### src/rtl/count_bcd_sink_if.sv
// Single-beat AXI-stream style channel carrying the pulse count
// into the BCD sink.
interface axi_if #(
    parameter int DATA_W = 32
) ();
    logic              tvalid;
    logic              tready;
    logic              tlast;
    logic [DATA_W-1:0] tdata;

    modport master (
        output tvalid,
        output tdata,
        output tlast,
        input  tready
    );

    modport slave (
        input  tvalid,
        input  tdata,
        input  tlast,
        output tready
    );
endinterface

### src/rtl/count_bcd_sink.sv
// Pulse-count stream sink: saturates the count, converts it to packed
// BCD with an iterative double-dabble engine and holds it for display.
module count_bcd_sink #(
    parameter int DATA_W  = 32,
    parameter int COUNT_W = 16,
    parameter int DIGITS  = 5
) (
    input  logic                clk,
    input  logic                rst,
    axi_if.slave                axi,
    output logic [4*DIGITS-1:0] bcd,
    output logic                bcd_valid,
    output logic                overflow,
    output logic                busy
);
    localparam int IW = $clog2(COUNT_W + 1);
    localparam int BW = 4 * DIGITS;

    function automatic int dec_digits(input int w);
        longint v;
        int     n;
        v = (longint'(1) << w) - 1;
        n = 0;
        while (v > 0) begin
            v = v / 10;
            n = n + 1;
        end
        return n;
    endfunction

    if (dec_digits(COUNT_W) > DIGITS) begin : g_digits_chk
        $error("DIGITS too small for COUNT_W");
    end

    typedef enum logic [1:0] {
        IDLE,
        CONVERT,
        DONE
    } state_e;

    state_e               state_q, state_d;
    logic [IW-1:0]        iter_q, iter_d;
    logic [COUNT_W-1:0]   bin_q, bin_d;
    logic [BW-1:0]        scr_q, scr_d;
    logic                 ovf_q, ovf_d;
    logic [BW-1:0]        bcd_q, bcd_d;
    logic                 ovfo_q, ovfo_d;
    logic                 valid_q, valid_d;

    logic                 accept;
    logic                 hi_nz;
    logic [COUNT_W-1:0]   operand;
    logic [BW-1:0]        corr;
    logic                 unused_tlast;

    // Packets are single-beat, so tlast carries no information here.
    assign unused_tlast = axi.tlast;

    assign axi.tready = (state_q == IDLE) && !rst;
    assign accept     = axi.tvalid && axi.tready;
    assign hi_nz      = |axi.tdata[DATA_W-1:COUNT_W];
    assign operand    = hi_nz ? {COUNT_W{1'b1}} : axi.tdata[COUNT_W-1:0];

    always_comb begin
        corr = scr_q;
        for (int d = 0; d < DIGITS; d++) begin
            if (scr_q[4*d +: 4] >= 4'd5) begin
                corr[4*d +: 4] = scr_q[4*d +: 4] + 4'd3;
            end
        end
    end

    always_comb begin
        state_d = state_q;
        iter_d  = iter_q;
        bin_d   = bin_q;
        scr_d   = scr_q;
        ovf_d   = ovf_q;
        bcd_d   = bcd_q;
        ovfo_d  = ovfo_q;
        valid_d = 1'b0;
        unique case (state_q)
            IDLE: begin
                if (accept) begin
                    state_d = CONVERT;
                    bin_d   = operand;
                    scr_d   = '0;
                    iter_d  = '0;
                    ovf_d   = hi_nz;
                end
            end
            CONVERT: begin
                {scr_d, bin_d} = {corr, bin_q} << 1;
                iter_d = iter_q + 1'b1;
                if (iter_q == IW'(COUNT_W - 1)) begin
                    state_d = DONE;
                end
            end
            DONE: begin
                bcd_d   = scr_q;
                ovfo_d  = ovf_q;
                valid_d = 1'b1;
                state_d = IDLE;
            end
            default: state_d = IDLE;
        endcase
    end

    always_ff @(posedge clk) begin
        if (rst) begin
            state_q <= IDLE;
            iter_q  <= '0;
            bin_q   <= '0;
            scr_q   <= '0;
            ovf_q   <= 1'b0;
            bcd_q   <= '0;
            ovfo_q  <= 1'b0;
            valid_q <= 1'b0;
        end else begin
            state_q <= state_d;
            iter_q  <= iter_d;
            bin_q   <= bin_d;
            scr_q   <= scr_d;
            ovf_q   <= ovf_d;
            bcd_q   <= bcd_d;
            ovfo_q  <= ovfo_d;
            valid_q <= valid_d;
        end
    end

    assign bcd       = bcd_q;
    assign overflow  = ovfo_q;
    assign bcd_valid = valid_q;
    assign busy      = (state_q != IDLE);
endmodule
### src/flat_wrapper.sv
// flat-port wrapper written by rule: the top's interface ports become plain ports
module count_bcd_sink_flat 
#(
    parameter int DATA_W  = 32,
    parameter int COUNT_W = 16,
    parameter int DIGITS  = 5
)
  (clk, rst, bcd, bcd_valid, overflow, busy, axi_tvalid, axi_tdata, axi_tlast, axi_tready);
  axi_if #(.DATA_W(DATA_W)) axi_i ();
  input  logic clk;
  input  logic rst;
  output logic [4*DIGITS-1:0] bcd;
  output logic bcd_valid;
  output logic overflow;
  output logic busy;
  input wire logic [$bits(axi_i.tvalid)-1:0] axi_tvalid;
  input wire logic [$bits(axi_i.tdata)-1:0] axi_tdata;
  input wire logic [$bits(axi_i.tlast)-1:0] axi_tlast;
  output wire logic [$bits(axi_i.tready)-1:0] axi_tready;
  assign axi_i.tvalid = axi_tvalid;
  assign axi_i.tdata = axi_tdata;
  assign axi_i.tlast = axi_tlast;
  assign axi_tready = axi_i.tready;
  count_bcd_sink #(.DATA_W(DATA_W), .COUNT_W(COUNT_W), .DIGITS(DIGITS)) u_core (.clk(clk), .rst(rst), .axi(axi_i), .bcd(bcd), .bcd_valid(bcd_valid), .overflow(overflow), .busy(busy));
endmodule
### config.mk
export PLATFORM = sky130hd
export DESIGN_NAME = count_bcd_sink_flat
export DESIGN_NICKNAME = d
export VERILOG_FILES = /design/src/rtl/count_bcd_sink_if.sv /design/src/rtl/count_bcd_sink.sv /design/src/flat_wrapper.sv
export SDC_FILE = /design/constraint.sdc
export NUM_CORES = 1
export LEC_CHECK = 0
export CORE_ASPECT_RATIO = 0.75
export CORE_MARGIN = 2
export CORE_UTILIZATION = 33
export DETAILED_ROUTE_END_ITERATION = 7
export MAX_ROUTING_LAYER = met4
export PLACE_DENSITY = 0.54
export SYNTH_ARGS = -nofsm -noshare
export SYNTH_HDL_FRONTEND = slang
export SYNTH_SLANG_ARGS = --single-unit
### constraint.sdc
create_clock -name clk -period 1.6 [get_ports clk]
set_input_delay 0.32 -clock clk [delete_from_list [all_inputs] [get_ports clk]]
set_output_delay 0.32 -clock clk [all_outputs]
set_load 0.005 [all_outputs]
==> flow_summary.yaml <==
outcome:
  status: "finished clean"
clock_tree:
  cts.clk_slew.worst_paths_ns: 0.05
  clk_latency_ns: 0.33
  cts_buffers: 9
  clock-sinks: 66
  h-tree-depth: 3
  cts_root_buffer: "clkbuf_16"
  postCtsHoldBufs: 0
  cts_tree: "built"
  cts_buffer_depth: 2
worst_setup_path:
  critPathMaxFanout: 6
  r2r_end: "u_core.scr_q[14]"
  reg2reg_from: "u_core.scr_q[13]"
  slowest_stage: "dfxtp_2"
  startpoint: "u_core.state_q[0]"
  required_ns: 1.28
  ff2ff_path_depth: 6
  cp.depth: 2
  critPathTopFamily: "flip-flops"
  crit_end: "busy"
  endpoint_kind: "primary output"
  path_cells: "or2_2 -> dlygate4sd2_1"
  worstSetupStartpointType: "flop"
  crit_type: "reg -> out"
  worst-path-buf-inv: 1
  critPathArrivalTime_ns: 1.24
  rrSetupSlack_ns: 0.11
  slowest_delay_ns: 0.34
synth:
  synth.avg_cell_area_um2: 8.66
  yosysMostFrequentCell: "dfxtp_1"
  synth_cells: 342
  synth_top_area_share_pct: 44.6
  synth_ff_type: "dfxtp_1"
  synthArstFlopShare_pct: 0
  synthTopCellsByCount: "dfxtp_1, nand2_1, nor2_1"
  synth-edff-count: 0
  synth_area_leaders: "dfxtp_1, nand2_1, nor2_1"
  syn_area_um2: 2960
  yosys.area.top_type: "dfxtp_1"
  synth_seq_area_share_pct: 44.6
  ys_warn_count: 0
  synth-seq-cells: 66
  yosysUniqueCellTypes: 38
  syn-num-nets: 390
power:
  combinationalPowerShare_pct: 7.9
  peakVddDrop_mv: 0.586
  power.internal_mw: 3.27
  clkPwrFrac_pct: 50.7
  p_seq_share_pct: 41.4
  p_leak_nw: 1.55
  p_sw_share_pct: 21.3
  power_density_nw_per_um2: 1010
  power_switching_mw: 0.882
sta:
  finClkSkew_ns: 0.00588
  rsz0062_at_grt: "false"
  setup-violations-final: 0
  drv_slew: 0
  period_minus_slack_ns: 1.56
  finalCritPeriodShare_pct: 97.6
  timing.fmax_mhz: 641
  hold_slack_ns: 0.441
  tightest_slew_ns: 0.736
  hold_viol_final: 0
  relSlewSlack_pct: 50.9
  finalSetupTns_ns: 0
route:
  vias: 2559
  ant_nets: 0
  drc: 0
  firstDrtPassIters: 4
  wl_per_cell_um: 12.7
  drt_iter0_drc: 136
  wl_mm: 6.68
  vias_per_cell: 4.85
global_route:
  grt_overflow_total: 0
  grt_max_degree: 27
  grt_antenna_before_repair: 0
  grt_pass1_wl_mm: 11.4
  grt_usage_pct: 15.0
  grt_pass1_vias: 2424
floorplan:
  boundaryPins: 60
  start_util_pct: 34.5
  core_um2: 8600
  die_x_um: 113
  die_y_um: 86.1
  die-area_um2: 9760
  placementRows: 29
place:
  globalplace.congestion: 0.782
  io_buffer_count: 58
  dp_hpwl_mm: 4.65
worst_hold_path:
  min_from: "rst"
  hold_path_class: "in -> reg"
  hold_path_depth: 3
job:
  maxCapViolCount: 0
layout:
  final_nets: 463
  drive_above_1_share_pct: 15.0
  area.growth.synth_to_final_pct: 39.0
  n_antenna_cell: 0
==> kinds of logic (layout without fill, tap and decap cells) <==
group | count (synthesis) | count (layout) | synth area share, %
flops | 66 | 66 | 44.6
xor+xnor | 10 | 10 | 2.96
compound gates | 64 | 64 | 13.5
simple gates | 153 | 153 | 26.3
buf+inv | 31 | 109 | 5.53
mux | 6 | 6 | 2.07
fa+ha+maj | 12 | 12 | 5.07
==> per-layer routing <==
metal  track usage (%)  part of all wire, %  wire length, µm  up-vias
li1                  -                    -                -     1332
met5                 -                    0                0        -
met1              18.4                   50             3370     1183
met3              4.03                  2.8              190        9
met2              23.8                   45             3040       35
met4              5.65                  1.3               87        0
==> layout make-up <==
class / instances / area, µm²
fill: 844 / 4480
multi-input combinational: 245 / 1500
sequential: 66 / 1330
timing repair buffer: 82 / 801
clock buffer: 11 / 243
tap: 108 / 135
clock inverter: 5 / 77.6
inverter: 11 / 41.3
==> power groups by stage <==
stage | clock network (mW) | logic, mW | registers [mW]
after CTS | 2.15 | 0.330 | 1.72
after floorplan | 0 | 0.168 | 1.75
final | 2.10 | 0.326 | 1.72
after global placement | 0 | 0.327 | 1.75
after detailed placement | 0 | 0.332 | 1.75
after global routing | 2.22 | 0.362 | 1.72
==> worst reg2reg max path, delay by kind of cell (launching register included) <==
family                   cells  cell delay (ns)
flip-flops                   1             0.36
AO/OA/AOI/OAI                2             0.50
AND/OR/NAND/NOR              1             0.13
buffers and inverters        1             0.09
adder cells (fa/ha/maj)      1             0.17
multiplexers                 1             0.12
==> what timing repair did <==
action / CTS / global route
gates cloned: 0 / 0
pin swaps: 1 / 0
setup buffers: 0 / 1
gates resized for setup: 5 / 4
setup endpoints to repair: 2 / 12
==> worst min-delay path by stage <==
stage	to	slack [ns]
5_1_grt	u_core.bcd[19]	0.46
3_5_place_dp	u_core.bcd[1]	0.45
6_report	u_core.state_q[0]	0.44
3_3_place_gp	u_core.bcd[3]	0.44
2_1_floorplan	u_core.overflow	0.43
4_1_cts	u_core.state_q[0]	0.43
==> registers in the layout (all words and copies together) (netlist names) <==
signal            flops
u_core.state_q        2
u_core.iter_q         5
u_core.bin_q         16
u_core.bcd_valid      1
u_core.scr_q         20
u_core.ovf_q          1
u_core.bcd           20
u_core.overflow       1
==> cell usage in the layout, fill, tap and decap left out, types with 9 or more instances in the layout <==
cell type	instances
nor4_1	18
buf_4	19
nor2_1	43
nand2_1	43
ha_1	12
dfxtp_1	64
a22o_1	15
inv_1	11
o21ai_0	9
a21oi_1	29
nor3_1	13
clkbuf_16	9
clkdlybuf4s50_1	55
==> through the flow <==
stage / instances / area (µm²) / util [%] / setup WS (ns) / total power [mW]
2_1_floorplan: 342 / 2960 / - / 0.210 / 1.91
3_3_place_gp: 511 / 3770 / 43.9 / -0.232 / 2.08
3_5_place_dp: 511 / 3770 / 43.9 / -0.253 / 2.09
4_1_cts: 527 / 4100 / 47.6 / 0.00592 / 4.20
5_1_grt: 528 / 4120 / 47.9 / 0.00436 / 4.30
6_report: 528 / 4120 / 47.9 / 0.0389 / 4.15
Power figures use the tool's default switching activity.
